File: src/rtl/colors_to_bytes.sv
// -----------------------------------------------------------------------------
// colors_to_bytes
//
// Packs a stream of 12-bit colour words into an 8-bit bytestream. Every two
// colours become three bytes, with the first colour's nibbles going out first.
// An odd trailing colour is padded with a zero nibble. The done pulse comes
// out with the final byte, or on its own if nothing is buffered.
//
// Ports:
//   clk            in   clock
//   reset          in   synchronous, active-high reset
//   inclk          in   one-cycle strobe: a colour is on `in`
//   in             in   colour word (COLOR_LEN bits)
//   in_done        in   end of stream (with the last inclk or on its own)
//   downstream_rdy in   consumer can take a byte this cycle
//   rdy            out  combinational: a colour can be accepted this cycle
//   outclk         out  registered strobe: a byte is on `out`
//   out            out  registered byte (BYTE_LEN bits)
//   done           out  registered single-cycle end-of-stream pulse
//   overflow       out  registered sticky flag: a colour arrived while rdy=0
// -----------------------------------------------------------------------------
module colors_to_bytes #(
    parameter int COLOR_LEN = 12,
    parameter int BYTE_LEN  = 8
) (
    input  logic                 clk,
    input  logic                 reset,
    input  logic                 inclk,
    input  logic [COLOR_LEN-1:0] in,
    input  logic                 in_done,
    input  logic                 downstream_rdy,
    output logic                 rdy,
    output logic                 outclk,
    output logic [BYTE_LEN-1:0]  out,
    output logic                 done,
    output logic                 overflow
);

    // Nibble buffer, left-justified: the oldest nibble sits in [23:20].
    // Bits below the fill level are kept at zero, so padding an odd
    // colour only needs a fill increment.
    logic [23:0]         data_q,     data_d;
    logic [2:0]          fill_q,     fill_d;
    logic                pend_q,     pend_d;
    logic                outclk_q,   outclk_d;
    logic [BYTE_LEN-1:0] out_q,      out_d;
    logic                done_q,     done_d;
    logic                overflow_q, overflow_d;

    logic                emit_s;
    logic                accept_s;
    logic [23:0]         shifted_s;
    logic [2:0]          fill_base_s;
    logic [23:0]         insert_s;

    // A colour is taken only when at most three nibbles remain, so the
    // buffer can never exceed six nibbles.
    assign rdy      = !reset && !pend_q && (fill_q <= 3'd3);
    assign accept_s = inclk && rdy;
    assign emit_s   = (fill_q >= 3'd2) && downstream_rdy;

    assign outclk   = outclk_q;
    assign out      = out_q;
    assign done     = done_q;
    assign overflow = overflow_q;

    // Next-state: emission shift, colour append, odd padding, end-of-stream.
    always_comb begin
        data_d      = data_q;
        fill_d      = fill_q;
        pend_d      = pend_q;
        outclk_d    = 1'b0;
        out_d       = out_q;
        done_d      = 1'b0;
        overflow_d  = overflow_q | (inclk & ~rdy);

        // Apply any emission first; an accepted colour lands after it.
        if (emit_s) begin
            shifted_s   = {data_q[15:0], 8'h00};
            fill_base_s = fill_q - 3'd2;
            outclk_d    = 1'b1;
            out_d       = data_q[23:16];
        end else begin
            shifted_s   = data_q;
            fill_base_s = fill_q;
        end

        insert_s = {in, 12'h000} >> {fill_base_s, 2'b00};

        if (accept_s) begin
            data_d = shifted_s | insert_s;
            fill_d = fill_base_s + 3'd3;
        end else if (pend_q && (fill_q == 3'd1)) begin
            // Odd colour count: the zero nibble below is already in place.
            data_d = data_q;
            fill_d = 3'd2;
        end else begin
            data_d = shifted_s;
            fill_d = fill_base_s;
        end

        // End-of-stream: done rides with the byte that empties the buffer,
        // or goes out alone when the buffer is already empty.
        if (pend_q) begin
            if (emit_s && (fill_q == 3'd2)) begin
                done_d = 1'b1;
                pend_d = 1'b0;
            end else if (fill_q == 3'd0) begin
                done_d = 1'b1;
                pend_d = 1'b0;
            end else begin
                pend_d = 1'b1;
            end
        end else if (in_done) begin
            pend_d = 1'b1;
        end else begin
            pend_d = 1'b0;
        end
    end

    // State and output registers with synchronous reset.
    always_ff @(posedge clk) begin
        if (reset) begin
            data_q     <= 24'h000000;
            fill_q     <= 3'd0;
            pend_q     <= 1'b0;
            outclk_q   <= 1'b0;
            out_q      <= {BYTE_LEN{1'b0}};
            done_q     <= 1'b0;
            overflow_q <= 1'b0;
        end else begin
            data_q     <= data_d;
            fill_q     <= fill_d;
            pend_q     <= pend_d;
            outclk_q   <= outclk_d;
            out_q      <= out_d;
            done_q     <= done_d;
            overflow_q <= overflow_d;
        end
    end

endmodule

File: config.mk
export PLATFORM = sky130hd
export DESIGN_NAME = colors_to_bytes
export DESIGN_NICKNAME = d
export VERILOG_FILES = /design/src/rtl/colors_to_bytes.sv
export SDC_FILE = /design/constraint.sdc
export NUM_CORES = 1
export LEC_CHECK = 0
export BUFFER_PORTS_ARGS = -buffer_cell sky130_fd_sc_hd__buf_2
export CAP_MARGIN = 20
export CELL_PAD_IN_SITES_DETAIL_PLACEMENT = 2
export CELL_PAD_IN_SITES_GLOBAL_PLACEMENT = 2
export CORE_MARGIN = 10
export CORE_UTILIZATION = 38
export CTS_CLUSTER_DIAMETER = 40
export DETAILED_ROUTE_END_ITERATION = 6
export PLACE_DENSITY_LB_ADDON = 0.1
export SYNTH_ARGS = -nofsm -noshare
export SYNTH_HDL_FRONTEND = slang
export SYNTH_SLANG_ARGS = --single-unit
export TNS_END_PERCENT = 30
File: constraint.sdc
create_clock -name clk -period 4.6 [get_ports clk]
set_clock_uncertainty 0.05 [all_clocks]
set_input_delay 0.46 -clock clk [delete_from_list [all_inputs] [get_ports clk]]
set_output_delay 0.46 -clock clk [all_outputs]
set_load 0.005 [all_outputs]
**Word-level counts from Yosys, hierarchy flattened**

Index checks and enable logic that the tools add are counted.

- Add/sub/neg operators: 2
- Magnitude comparators: 2
- Shift operators: 1
- Bitwise gates (word level): 5
- Multiplexer cells: 13
- Eq/ne operators: 3
- Reductions and logical operators: 10

Operators by type and width:

| cell | number |
|---|---|
| $mux W24 | 3 |
| $or A24 B24 Y24 | 1 |
| $shr A24 B5 Y24 | 1 |
| $mux W3 | 3 |
| $mux W1 | 7 |
| $logic_and A1 B1 Y1 | 6 |
| $add A3 B2 Y3 const B | 1 |
| $eq A3 B1 Y1 const B | 1 |
| $eq A3 B2 Y1 const B | 1 |
| $ge A3 B2 Y1 const B | 1 |
| $le A3 B2 Y1 const B | 1 |
| $logic_not A3 Y1 | 1 |
| $sub A3 B2 Y3 const B | 1 |
| $logic_not A1 Y1 | 2 |
| $ne A2 B2 Y1 const B | 1 |
| $not A1 Y1 | 2 |
| $reduce_or A2 Y1 | 1 |
| $and A1 B1 Y1 | 1 |
| $or A1 B1 Y1 | 1 |

- Logic and storage cells: 43
- Register bits after elaboration: 39
- Output and inout port bits: 12

**Logic depth before layout (Yosys ltp)**

Gate-level depths: netlist of the first run.

- Depth in word-level cells: 6
- Depth in mapped cells: 9

**Worst setup path after synthesis of the first run**

OpenSTA, ideal clock, no wires.

- Kind: flip-flop to flip-flop
- Start: register fill_q[1]
- End: register data_q[10]
- Slack: 2.685 ns
- Stages on the path, launching flop included: 10
- Arrival: 1.731 ns
- Path buffers: 3
- Required time: 4.416 ns
- Clock period less this slack: 1.915 ns
- Setup time: 0.134 ns
- Cells stage by stage: dfxtp_1 buf_4 inv_1 ha_1 nand2b_1 clkbuf_1 nor2_8 buf_6 mux2i_1 o22ai_1

- Word-level cells in the longest chain between the ends: 6

RTL lines:

| what | RTL line | RTL |
|---|---|---|
| start: declaration | 43 | `logic [2:0] fill_q, fill_d;` |
| start signal: assignment | 133 | `fill_q <= fill_d;` |
| $ge A3 B2 Y1 | 60 | `assign emit_s = (fill_q >= 3'd2) && downstream_rdy;` |
| $logic_and A1 B1 Y1 | 60 |  |
| $mux W3 | 78 | `if (emit_s) begin` |
| $shr A24 B5 Y24 | 88 | `insert_s = {in, 12'h000} >> {fill_base_s, 2'b00};` |
| $or A24 B24 Y24 | 91 | `data_d = shifted_s \| insert_s;` |
| $mux W24 | 90 | `if (accept_s) begin` |
| end signal: assignment | 132 | `data_q <= data_d;` |
| end: declaration | 42 | `logic [23:0] data_q, data_d;` |

Parallel ways exist; a longest one is shown, timed or not. The select of a mux whose other input is x is not followed.
A chain may end at the register's enable or synchronous reset.

**Worst setup path in the final report of the first run**

- Start: register fill_q[1]
- End: register data_q[19]

The elaborated chain is that of the path after synthesis.

==> results of run 1 <==
==> synthesized netlist by cell type, types with 2 or more instances <==
library cell and n:
ha_1 2, mux2i_1 24, a22oi_1 3, o21ai_0 4, a21oi_1 9, o2bb2ai_1 11
nand2_1 22, mux2_2 9, nor3_1 5, nand2b_1 2, nor2_1 7, xnor2_1 2
buf_6 3, buf_4 3, o22ai_1 12, inv_1 8, xnor2_2 2, nand3_1 2
nor2b_1 5, buf_2 3, a32oi_1 4, clkbuf_1 6, dfxtp_1 39
==> worst min path at each step <==
stage	end	cells past startpoint	start
5_1_grt	data_q[21]	2	in[9]
6_report	data_q[21]	2	in[9]
3_5_place_dp	out[2]	2	out[2]
2_1_floorplan	out[0]	2	data_q[16]
4_1_cts	data_q[21]	2	in[9]
3_3_place_gp	out[7]	2	out[7]
==> power by group <==
| group | internal [uW] | switching [uW] | leakage, uW | total [uW] |
|---|---|---|---|---|
| Clock | 106 | 121 | 0.0000422 | 227 |
| Combinational | 229 | 303 | 0.000475 | 532 |
| Sequential | 419 | 68.7 | 0.000318 | 487 |
==> critical path: stages (launching register included) <==
cell and delay (ns):
dfxtp_1 0.58, inv_1 0.19, ha_1 0.27, nor2b_1 0.15
buf_4 0.26, xnor2_2 0.31, nand3_1 0.42, o22ai_1 0.28
==> final cells by class <==
cell class / count / area, um^2
Fill cell: 583 / 2860
Multi-Input combinational cell: 142 / 1072
Sequential cell: 39 / 780.7
Timing Repair Buffer: 31 / 162.7
Tap cell: 70 / 87.58
Clock buffer: 7 / 76.32
Inverter: 8 / 30.03
Clock inverter: 1 / 5.005
==> per-stage QoR <==
step,setup slack [ns],hold slack (ns)
finish,1.996,0.3450
global route,1.753,0.3638
CTS,1.958,0.3432
detailed placement,2.000,0.4025
global placement,2.194,0.3934
floorplan,2.686,0.3812
==> flip-flops by register name (all words and copies together), names as in the netlist <==
signal / cells
data_q: 24
fill_q: 3
out: 8
pend_q: 1
overflow: 1
done: 1
outclk: 1
==> routing by layer <==
metal  global-route usage  vias up  part of all wire
met4              0.05141        0             0.014
met1               0.1699      829              0.46
met3              0.04075        7             0.042
li1                     -      789                 -
met2               0.2341       25              0.49
met5                    0        -                 0
==> logic make-up after synthesis <==
group | count (synthesis)
buffers and inverters | 24
XOR/XNOR | 4
flip-flops | 39
AO/OA/AOI/OAI | 51
AND/OR/NAND/NOR | 52
adder cells (fa/ha/maj) | 2
multiplexers | 33
==> placed cells by master, fill, tap and decap left out, types with 2 or more instances in the layout <==
master / count
dfxtp_1: 39
buf_2: 28
mux2i_1: 24
nand2_1: 22
o22ai_1: 12
o2bb2ai_1: 11
a21oi_1: 9
mux2_2: 9
inv_1: 8
nor2_1: 7
nor2b_1: 5
nor3_1: 5
clkbuf_8: 5
o21ai_0: 4
a32oi_1: 4
a22oi_1: 3
buf_4: 3
nand2b_1: 2
xnor2_2: 2
nand3_1: 2
xnor2_1: 2
ha_1: 2
clkbuf_1: 2
==> results.json, run 1 <==
{
  "crit_start": "fill_q[1]",
  "synth-edff-count": 0,
  "die_w_um": 92.20,
  "syn_inst": 205,
  "vias": 1650,
  "core_mm2": 0.005075,
  "drtPass1Iterations": 4,
  "synth_xor_area_frac": 0.02527,
  "rr_endpoint": "data_q[19]",
  "r2r_start": "fill_q[1]",
  "dp_hpwl_um": 4263,
  "htreeDepth": 2,
  "synth_top_area_frac": 0.3942,
  "placed_cell_area_mm2": 0.002133,
  "clock_latency_ns": 0.30,
  "syn_nets": 224,
  "synth.yosys.seq_area_share": 0.3942,
  "worstSetupEndpoint": "data_q[19]",
  "hold_path_class": "input port to flop",
  "post_synth_num_cell_types": 41,
  "grt_pass1_wl_um": 9722,
  "synthFlopType": "dfxtp_1",
  "grt_usage": 0.1415,
  "ys_warn_count": 0,
  "synth_compound_area_frac": 0.1838,
  "yosysTopAreaCell": "dfxtp_1",
  "tritoncts": "built",
  "async_flop_share": 0,
  "maxSlewViolCount": 0,
  "first_global_vias": 1820,
  "powerDensity_mw_per_mm2": 562.9,
  "timing.final.crit_period_ns": 2.604,
  "ctsResizeCount": 0,
  "cp.arrival_ns": 2.77,
  "fp.dieH_um": 92.20,
  "final_cells": 298,
  "rsz0062_at_grt": "no",
  "rows": 26,
  "gp_congestion": 0.8628,
  "routed_wl_um": 5752,
  "final_nets": 246,
  "final_area_mm2": 0.002215,
  "crit_path_max_fanout": 17,
  "endpoint_kind": "flop",
  "fin_tns_setup_ns": 0,
  "drtAntennaViolNets": 0,
  "routedWlPerCell_um": 19.30,
  "fmax_ghz": 0.3841,
  "synth_simple_gate_area_frac": 0.1472,
  "syn_to_final_growth_pct": 11.81,
  "max_slew_margin": 0.5319,
  "antenna_found_initial": 0,
  "peakVddDrop_uv": 209.7,
  "setup_violations": 0,
  "overflow": 0,
  "maxCapViolations": 0,
  "postCtsHoldBufs": 0,
  "final_util": 0.4364,
  "rrSetupSlack_ns": 2.00,
  "ys_ff_latch": 39,
  "drt_iter0_drc": 87,
  "power.total_uw": 1247,
  "hold_viol": 0,
  "cp.required_ns": 4.77,
  "muxShareOfSynthArea": 0.1725,
  "crit_type": "flop to flop",
  "drc": 0,
  "boundaryPins": 29,
  "dieArea_mm2": 0.008500,
  "start_util": 0.3903,
  "root_buffer": "clkbuf_8",
  "tightest_slew_ns": 0.6988,
  "numPortBuffers": 28,
  "syn_avg_cell_area_um2": 9.662,
  "mappedNetlistArea_mm2": 0.001981,
  "ff2ff_path_depth": 7,
  "post_cts.repair.setup_buffers": 0,
  "cts.reportedPaths.clkPinSlew_ns": 0.08,
  "diodes": 0,
  "placedCellCount": 290,
  "synth_top_family_by_area": "compound AO/OA/AOI/OAI gates",
  "cts_made_buffers": 5,
  "status": "finished clean",
  "timing.final.crit_share": 0.5660,
  "synthAdderAreaFrac": 0.01263,
  "routed_via_density": 5.537,
  "cts_sinks": 39,
  "drive_gt1_frac": 0.2325,
  "ys_top_cells_by_area": "dfxtp_1 (39%), mux2i_1 (12%), mux2_2 (5.1%)",
  "p_leak_uw": 0.0008347,
  "grt_max_degree": 35,
  "cp-start-kind": "flop",
  "cts_buffer_depth": 2
}
Power figures use the tool's default switching activity.
==> run 2: changes to the inputs <==
--- a/config.mk
+++ b/config.mk
@@ -5,12 +5,13 @@
 export SDC_FILE = /design/constraint.sdc
 export NUM_CORES = 1
 export LEC_CHECK = 0
+export ABC_AREA = 1
 export BUFFER_PORTS_ARGS = -buffer_cell sky130_fd_sc_hd__buf_2
 export CAP_MARGIN = 20
 export CELL_PAD_IN_SITES_DETAIL_PLACEMENT = 2
 export CELL_PAD_IN_SITES_GLOBAL_PLACEMENT = 2
 export CORE_MARGIN = 10
-export CORE_UTILIZATION = 38
+export CORE_UTILIZATION = 31
 export CTS_CLUSTER_DIAMETER = 40
 export DETAILED_ROUTE_END_ITERATION = 6
 export PLACE_DENSITY_LB_ADDON = 0.1
==> constraint.sdc (replaced) <==
create_clock -name clk -period 2.52 [get_ports clk]
set_clock_uncertainty 0.05 [all_clocks]
set_input_delay 0.252 -clock clk [delete_from_list [all_inputs] [get_ports clk]]
set_output_delay 0.252 -clock clk [all_outputs]
set_load 0.005 [all_outputs]
==> run 2 against run 1 <==
Compared with the run above: clock power grew 150%; critical path depth grew 2; first-iteration DRC count shrank 23%; sequential share of layout area shrank 2.6 points; register-to-register slack lost 1.6 ns; fmax grew 21%; die area grew 23%; total power grew 76%; routed wire length grew 20%; synthesized cell count grew 58%; worst setup slack lost 1.6 ns.
==> results.json, run 2 <==
{
  "status": "finished clean",
  "syn_to_final_growth_pct": 13.60,
  "timing.final.crit_share": 0.8565,
  "holdWs_ns": 0.1424,
  "clock_latency_ns": 0.30,
  "drtAntennaViolNets": 0,
  "die_w_um": 102.4,
  "drc": 0,
  "ys_warn_count": 0,
  "netlist_top_cells_count": "nand2_1 (119), dfxtp_1 (39), nor2_1 (35)",
  "power_frac_clock": 0.258,
  "core_mm2": 0.006459,
  "cts.reportedPaths.clkPinSlew_ns": 0.09,
  "final_cell_mix": "nand2_1 (119), dfxtp_1 (39), nor2_1 (35)",
  "cts_buffer_depth": 2,
  "drtPass1Iterations": 4,
  "layout_commonest_cell": "nand2_1",
  "largest_reg_flops": 24,
  "yosysTopAreaCell": "dfxtp_1",
  "critical_path_buf_inv_count": 2,
  "vias": 2113,
  "hold_start": "in_done",
  "syn_avg_cell_area_um2": 6.503,
  "routed_via_density": 4.948,
  "intPower_uw": 1288,
  "fin_ws_ns": 0.3617,
  "cp.arrival_ns": 2.34,
  "syn_inst": 324,
  "fin_tns_setup_ns": 0,
  "grt_usage": 0.1459,
  "multi_input_area_mm2": 0.001120,
  "pre_cts_ws_ns": 0.3769,
  "drt_iter0_drc": 67,
  "crit_chain": "inv_1 > ha_1 > inv_1 > nand2_2 > nand2_1 > nand2_2 > o21ai_0 > nand2_1 > a21oi_1",
  "synth.yosys.seq_area_share": 0.3705,
  "root_buffer": "clkbuf_8",
  "numPortBuffers": 28,
  "tritoncts": "built",
  "p_leak_uw": 0.001202,
  "post_cts.repair.setup_buffers": 0,
  "diodes": 0,
  "first_global_vias": 2284,
  "endpoint_kind": "flop",
  "critPathTopFamily": "simple AND/OR/NAND/NOR gates",
  "gp_congestion": 0.8029,
  "post_synth_num_cell_types": 26,
  "htreeDepth": 2,
  "final_area_mm2": 0.002394,
  "overflow": 0,
  "grt_max_degree": 26,
  "powerDensity_mw_per_mm2": 915.1,
  "ys_top_cells_by_area": "dfxtp_1 (37%), nand2_1 (21%), nor2_1 (6.2%)",
  "crit_type": "flop to flop",
  "fmax_ghz": 0.4633,
  "ys_ff_latch": 39,
  "synth_top_area_frac": 0.3705,
  "final_nets": 368,
  "crit_path_top_delay_cell": "dfxtp_1",
  "grt_pass1_wl_um": 11960,
  "dp_hpwl_um": 5101,
  "seq_area_um2": 780.7,
  "max_slew_margin": 0.7123,
  "maxCapViolations": 0,
  "antenna_found_initial": 0,
  "cts_sinks": 39,
  "p_comb_frac": 0.392,
  "max_stage_delay_ns": 0.42,
  "dieArea_mm2": 0.01049,
  "setup_violations": 0,
  "crit_path_max_fanout": 14,
  "hold_path_class": "input port to flop",
  "peakVddDrop_uv": 331.6,
  "r2r_start": "fill_q[2]",
  "tightest_slew_ns": 0.4270,
  "drive_gt1_frac": 0.1600,
  "async_flop_share": 0,
  "syn_nets": 343,
  "timing.final.crit_period_ns": 2.158,
  "boundaryPins": 29,
  "synthFlopType": "dfxtp_1",
  "synth-edff-count": 0,
  "routedWlPerCell_um": 16.19,
  "start_util": 0.3262,
  "hold_viol": 0,
  "fill_cells": 836,
  "fp.dieH_um": 102.4,
  "crit_start": "fill_q[2]",
  "cp.required_ns": 2.70,
  "top_register": "data_q",
  "maxSlewViolCount": 0,
  "routed_wl_um": 6915,
  "rsz0062_at_grt": "no",
  "placed_cell_area_mm2": 0.002276,
  "postCtsHoldBufs": 0,
  "cp-start-kind": "flop",
  "rows": 29,
  "synth.most_common_cell": "nand2_1",
  "mappedNetlistArea_mm2": 0.002107,
  "ctsResizeCount": 0,
  "seqPwrFrac": 0.351,
  "cts_made_buffers": 5,
  "p_switching_uw": 902.5,
  "switching_share": 0.4121
}
[run 2: cell count changes after synthesis, moves of 9 or more]
| cell | previous run | this run |
|---|---|---|
| o21ai_0 | 4 | 24 |
| nand3_1 | 2 | 25 |
| mux2i_1 | 24 | 0 |
| nor2_1 | 7 | 35 |
| mux2_2 | 9 | 0 |
| nand2_1 | 22 | 119 |
| o22ai_1 | 12 | 0 |
| a21oi_1 | 9 | 20 |
| inv_1 | 8 | 26 |
| o2bb2ai_1 | 11 | 0 |
[run 2: routing by layer]
layer / global-route usage / part of all wire / routed length, um
met5: 0 / 0 / 0
met4: 0.05206 / 0.015 / 102
met3: 0.02632 / 0.031 / 214
met2: 0.2390 / 0.47 / 3282
met1: 0.1868 / 0.48 / 3316
[run 2: logic make-up after synthesis]
| logic type | synth area share |
|---|---|
| flip-flops | 0.3705 |
| adder cells (fa/ha/maj) | 0.01187 |
| AND/OR/NAND/NOR | 0.3991 |
| buffers and inverters | 0.09797 |
| AO/OA/AOI/OAI | 0.1164 |
| XOR/XNOR | 0.004158 |
[run 2: final cells by class]
type,instances,area share
Tap cell,77,0.04025
Clock inverter,2,0.01464
Inverter,27,0.04234
Multi-Input combinational cell,243,0.4678
Clock buffer,6,0.03450
Timing Repair Buffer,33,0.07423
Sequential cell,39,0.3262
[run 2: worst min-delay path: cells and delay by family]
kind | cells | cell delay, ns
buffers and inverters | 1 | 0.09
AOI/OAI and AO/OA | 1 | 0.05
and+or+nand+nor | 1 | 0.05
[run 2: path summary, 6_finish.rpt]
check                                 end  slack (ns)  cells after the start
worst min register to register  data_q[7]        0.42                      2
worst min-delay path               pend_q        0.14                      3
worst max-delay path            data_q[5]        0.36                      9
worst max register to register  data_q[5]        0.36                      9
[run 2: power by group through the flow]
| stage | sequential, uW | combinational, uW | clock (uW) |
|---|---|---|---|
| 3_3_place_gp | 780 | 846 | 0 |
| 6_report | 768 | 858 | 564 |
| 4_1_cts | 769 | 882 | 577 |
| 3_5_place_dp | 783 | 871 | 0 |
| 2_1_floorplan | 774 | 647 | 0 |
| 5_1_grt | 782 | 1010 | 609 |
[run 2: through the flow]
stage | utilization | instances | total power, uW
floorplan | - | 324 | 1421
global placement | 0.3524 | 419 | 1626
detailed placement | 0.3524 | 419 | 1655
CTS | 0.3706 | 427 | 2229
global route | 0.3706 | 427 | 2397
finish | 0.3706 | 427 | 2190
==> run 3: changes to the inputs <==
--- a/config.mk
+++ b/config.mk
@@ -10,12 +10,12 @@
 export CAP_MARGIN = 20
 export CELL_PAD_IN_SITES_DETAIL_PLACEMENT = 2
 export CELL_PAD_IN_SITES_GLOBAL_PLACEMENT = 2
-export CORE_MARGIN = 10
-export CORE_UTILIZATION = 31
+export CORE_MARGIN = 2
+export CORE_UTILIZATION = 28
 export CTS_CLUSTER_DIAMETER = 40
 export DETAILED_ROUTE_END_ITERATION = 6
 export PLACE_DENSITY_LB_ADDON = 0.1
 export SYNTH_ARGS = -nofsm -noshare
 export SYNTH_HDL_FRONTEND = slang
 export SYNTH_SLANG_ARGS = --single-unit
-export TNS_END_PERCENT = 30
+export TNS_END_PERCENT = 5
==> constraint.sdc (replaced) <==
create_clock -name clk -period 1.9 [get_ports clk]
set_clock_uncertainty 0.05 [all_clocks]
set_input_delay 0.19 -clock clk [delete_from_list [all_inputs] [get_ports clk]]
set_output_delay 0.19 -clock clk [all_outputs]
set_load 0.005 [all_outputs]
==> run 3 against run 2 <==
Compared with the run above: sequential power increased by 33%; worst setup slack got worse by 0.23 ns; core utilization decreased by 2.7 points; combinational power increased by 41%; sequential cell count unchanged.
==> results.json, run 3 (same netlist as run 2, synthesis figures left out) <==
{
  "p_leak_uw": 0.001219,
  "overflow": 0,
  "grt_max_degree": 26,
  "grt_pass1_wl_um": 11100,
  "cts_made_buffers": 5,
  "cp.required_ns": 2.07,
  "drtPass1Iterations": 4,
  "powerDensity_mw_per_mm2": 1233,
  "final_area_mm2": 0.002495,
  "tightest_slew_ns": 0.4925,
  "core_mm2": 0.007253,
  "p_comb_frac": 0.394,
  "crit_path_max_fanout": 17,
  "final_nets": 373,
  "numPortBuffers": 28,
  "placed_cell_area_mm2": 0.002333,
  "rows": 31,
  "final_util": 0.3440,
  "largest_reg_flops": 24,
  "diodes": 0,
  "seqPwrFrac": 0.333,
  "hold_viol": 0,
  "tritoncts": "built",
  "routed_wl_um": 6539,
  "crit_type": "flop to flop",
  "postCtsHoldBufs": 0,
  "hold_path_class": "input port to flop",
  "final_cell_mix": "nand2_1 (117), dfxtp_1 (37), nor2_1 (34)",
  "final_cells": 454,
  "peakVddDrop_uv": 679.3,
  "htreeDepth": 2,
  "layout_commonest_cell": "nand2_1",
  "vias": 2099,
  "grt_usage": 0.1673,
  "cts_sinks": 39,
  "max_slew_margin": 0.6682,
  "dp_hpwl_um": 4901,
  "timing.final.crit_period_ns": 1.764,
  "power_frac_clock": 0.273,
  "timing.final.crit_share": 0.9283,
  "syn_to_final_growth_pct": 18.41,
  "top_register": "data_q",
  "setup_violations": 0,
  "clock_latency_ns": 0.29,
  "intPower_uw": 1866,
  "gp_congestion": 0.8036,
  "status": "finished clean",
  "maxSlewViolCount": 0,
  "cp-start-kind": "flop",
  "endpoint_kind": "flop",
  "drc": 0,
  "cp.arrival_ns": 1.93,
  "first_global_vias": 2214,
  "dieArea_mm2": 0.008235,
  "cts_buffer_depth": 2,
  "fp.dieH_um": 90.75,
  "routed_via_density": 4.623,
  "drive_gt1_frac": 0.1887,
  "switching_share": 0.3933,
  "fmax_ghz": 0.5670,
  "p_switching_uw": 1210,
  "root_buffer": "clkbuf_8",
  "boundaryPins": 29,
  "cts.reportedPaths.clkPinSlew_ns": 0.08,
  "die_w_um": 90.75,
  "placedCellCount": 445,
  "start_util": 0.2905,
  "antenna_found_initial": 0,
  "drtAntennaViolNets": 0,
  "fin_tns_setup_ns": 0,
  "maxCapViolations": 0,
  "routedWlPerCell_um": 14.40,
  "drt_iter0_drc": 32
}
==> run 3: path summary, 6_finish.rpt <==
check                            endpoint       from  slack [ns]  cells past startpoint
worst max-delay path            data_q[3]  fill_q[1]        0.14                      9
worst min-delay path               pend_q    in_done         0.1                      3
worst max register to register  data_q[3]  fill_q[1]        0.14                      9
worst min register to register  data_q[3]  data_q[3]        0.42                      2
==> run 3: final cells by class <==
type,instances,area [um^2]
clock buffer,6,72.57
clock inverter,2,60.06
fill,932,4758
tap,99,123.9
timing repair buffer,38,215.2
multi-input combinational,243,1132
inverter,27,105.1
sequential,39,785.8
==> run 3: through the flow <==
step / hold slack [ns] / worst slack (ns) / power (uW)
finish: 0.09764 / 0.1363 / 3076
global route: 0.1139 / -0.005319 / 3327
CTS: 0.09286 / 0.01698 / 3099
detailed placement: 0.4095 / -0.01466 / 2238
global placement: 0.3987 / 0.06894 / 2198
floorplan: 0.2091 / 0.2478 / 1885
==> run 3: metal layers <==
metal  part of all wire  vias up  GRT usage
met4             0.0067        0    0.03846
met2               0.48       23     0.2854
met1               0.50     1002     0.2247
met5                  0        -          0
li1                   -     1072          -
met3              0.018        2    0.02003
==> run 3: critical path, stage by stage (launching register included) <==
cell     delay, ns
dfxtp_4       0.37
inv_1         0.06
ha_1          0.23
inv_2         0.10
nand2_2       0.10
nand2_1       0.12
nand2_4       0.15
a21oi_4       0.29
nand2_1       0.11
a21oi_1       0.13
==> run 3: power groups by stage <==
stage	registers, uW	clock network (uW)	logic, uW
finish	1020	841	1210
global route	1050	905	1380
CTS	1020	867	1210
detailed placement	1040	0	1200
global placement	1030	0	1160
floorplan	1030	0	858
==> run 3: repair_timing <==
action | CTS | global route
cloned | 0 | 0
buffers inserted | 0 | 1
pin swaps | 0 | 4
resized for setup | 1 | 8
endpoints found under the setup margin | 1 | 26
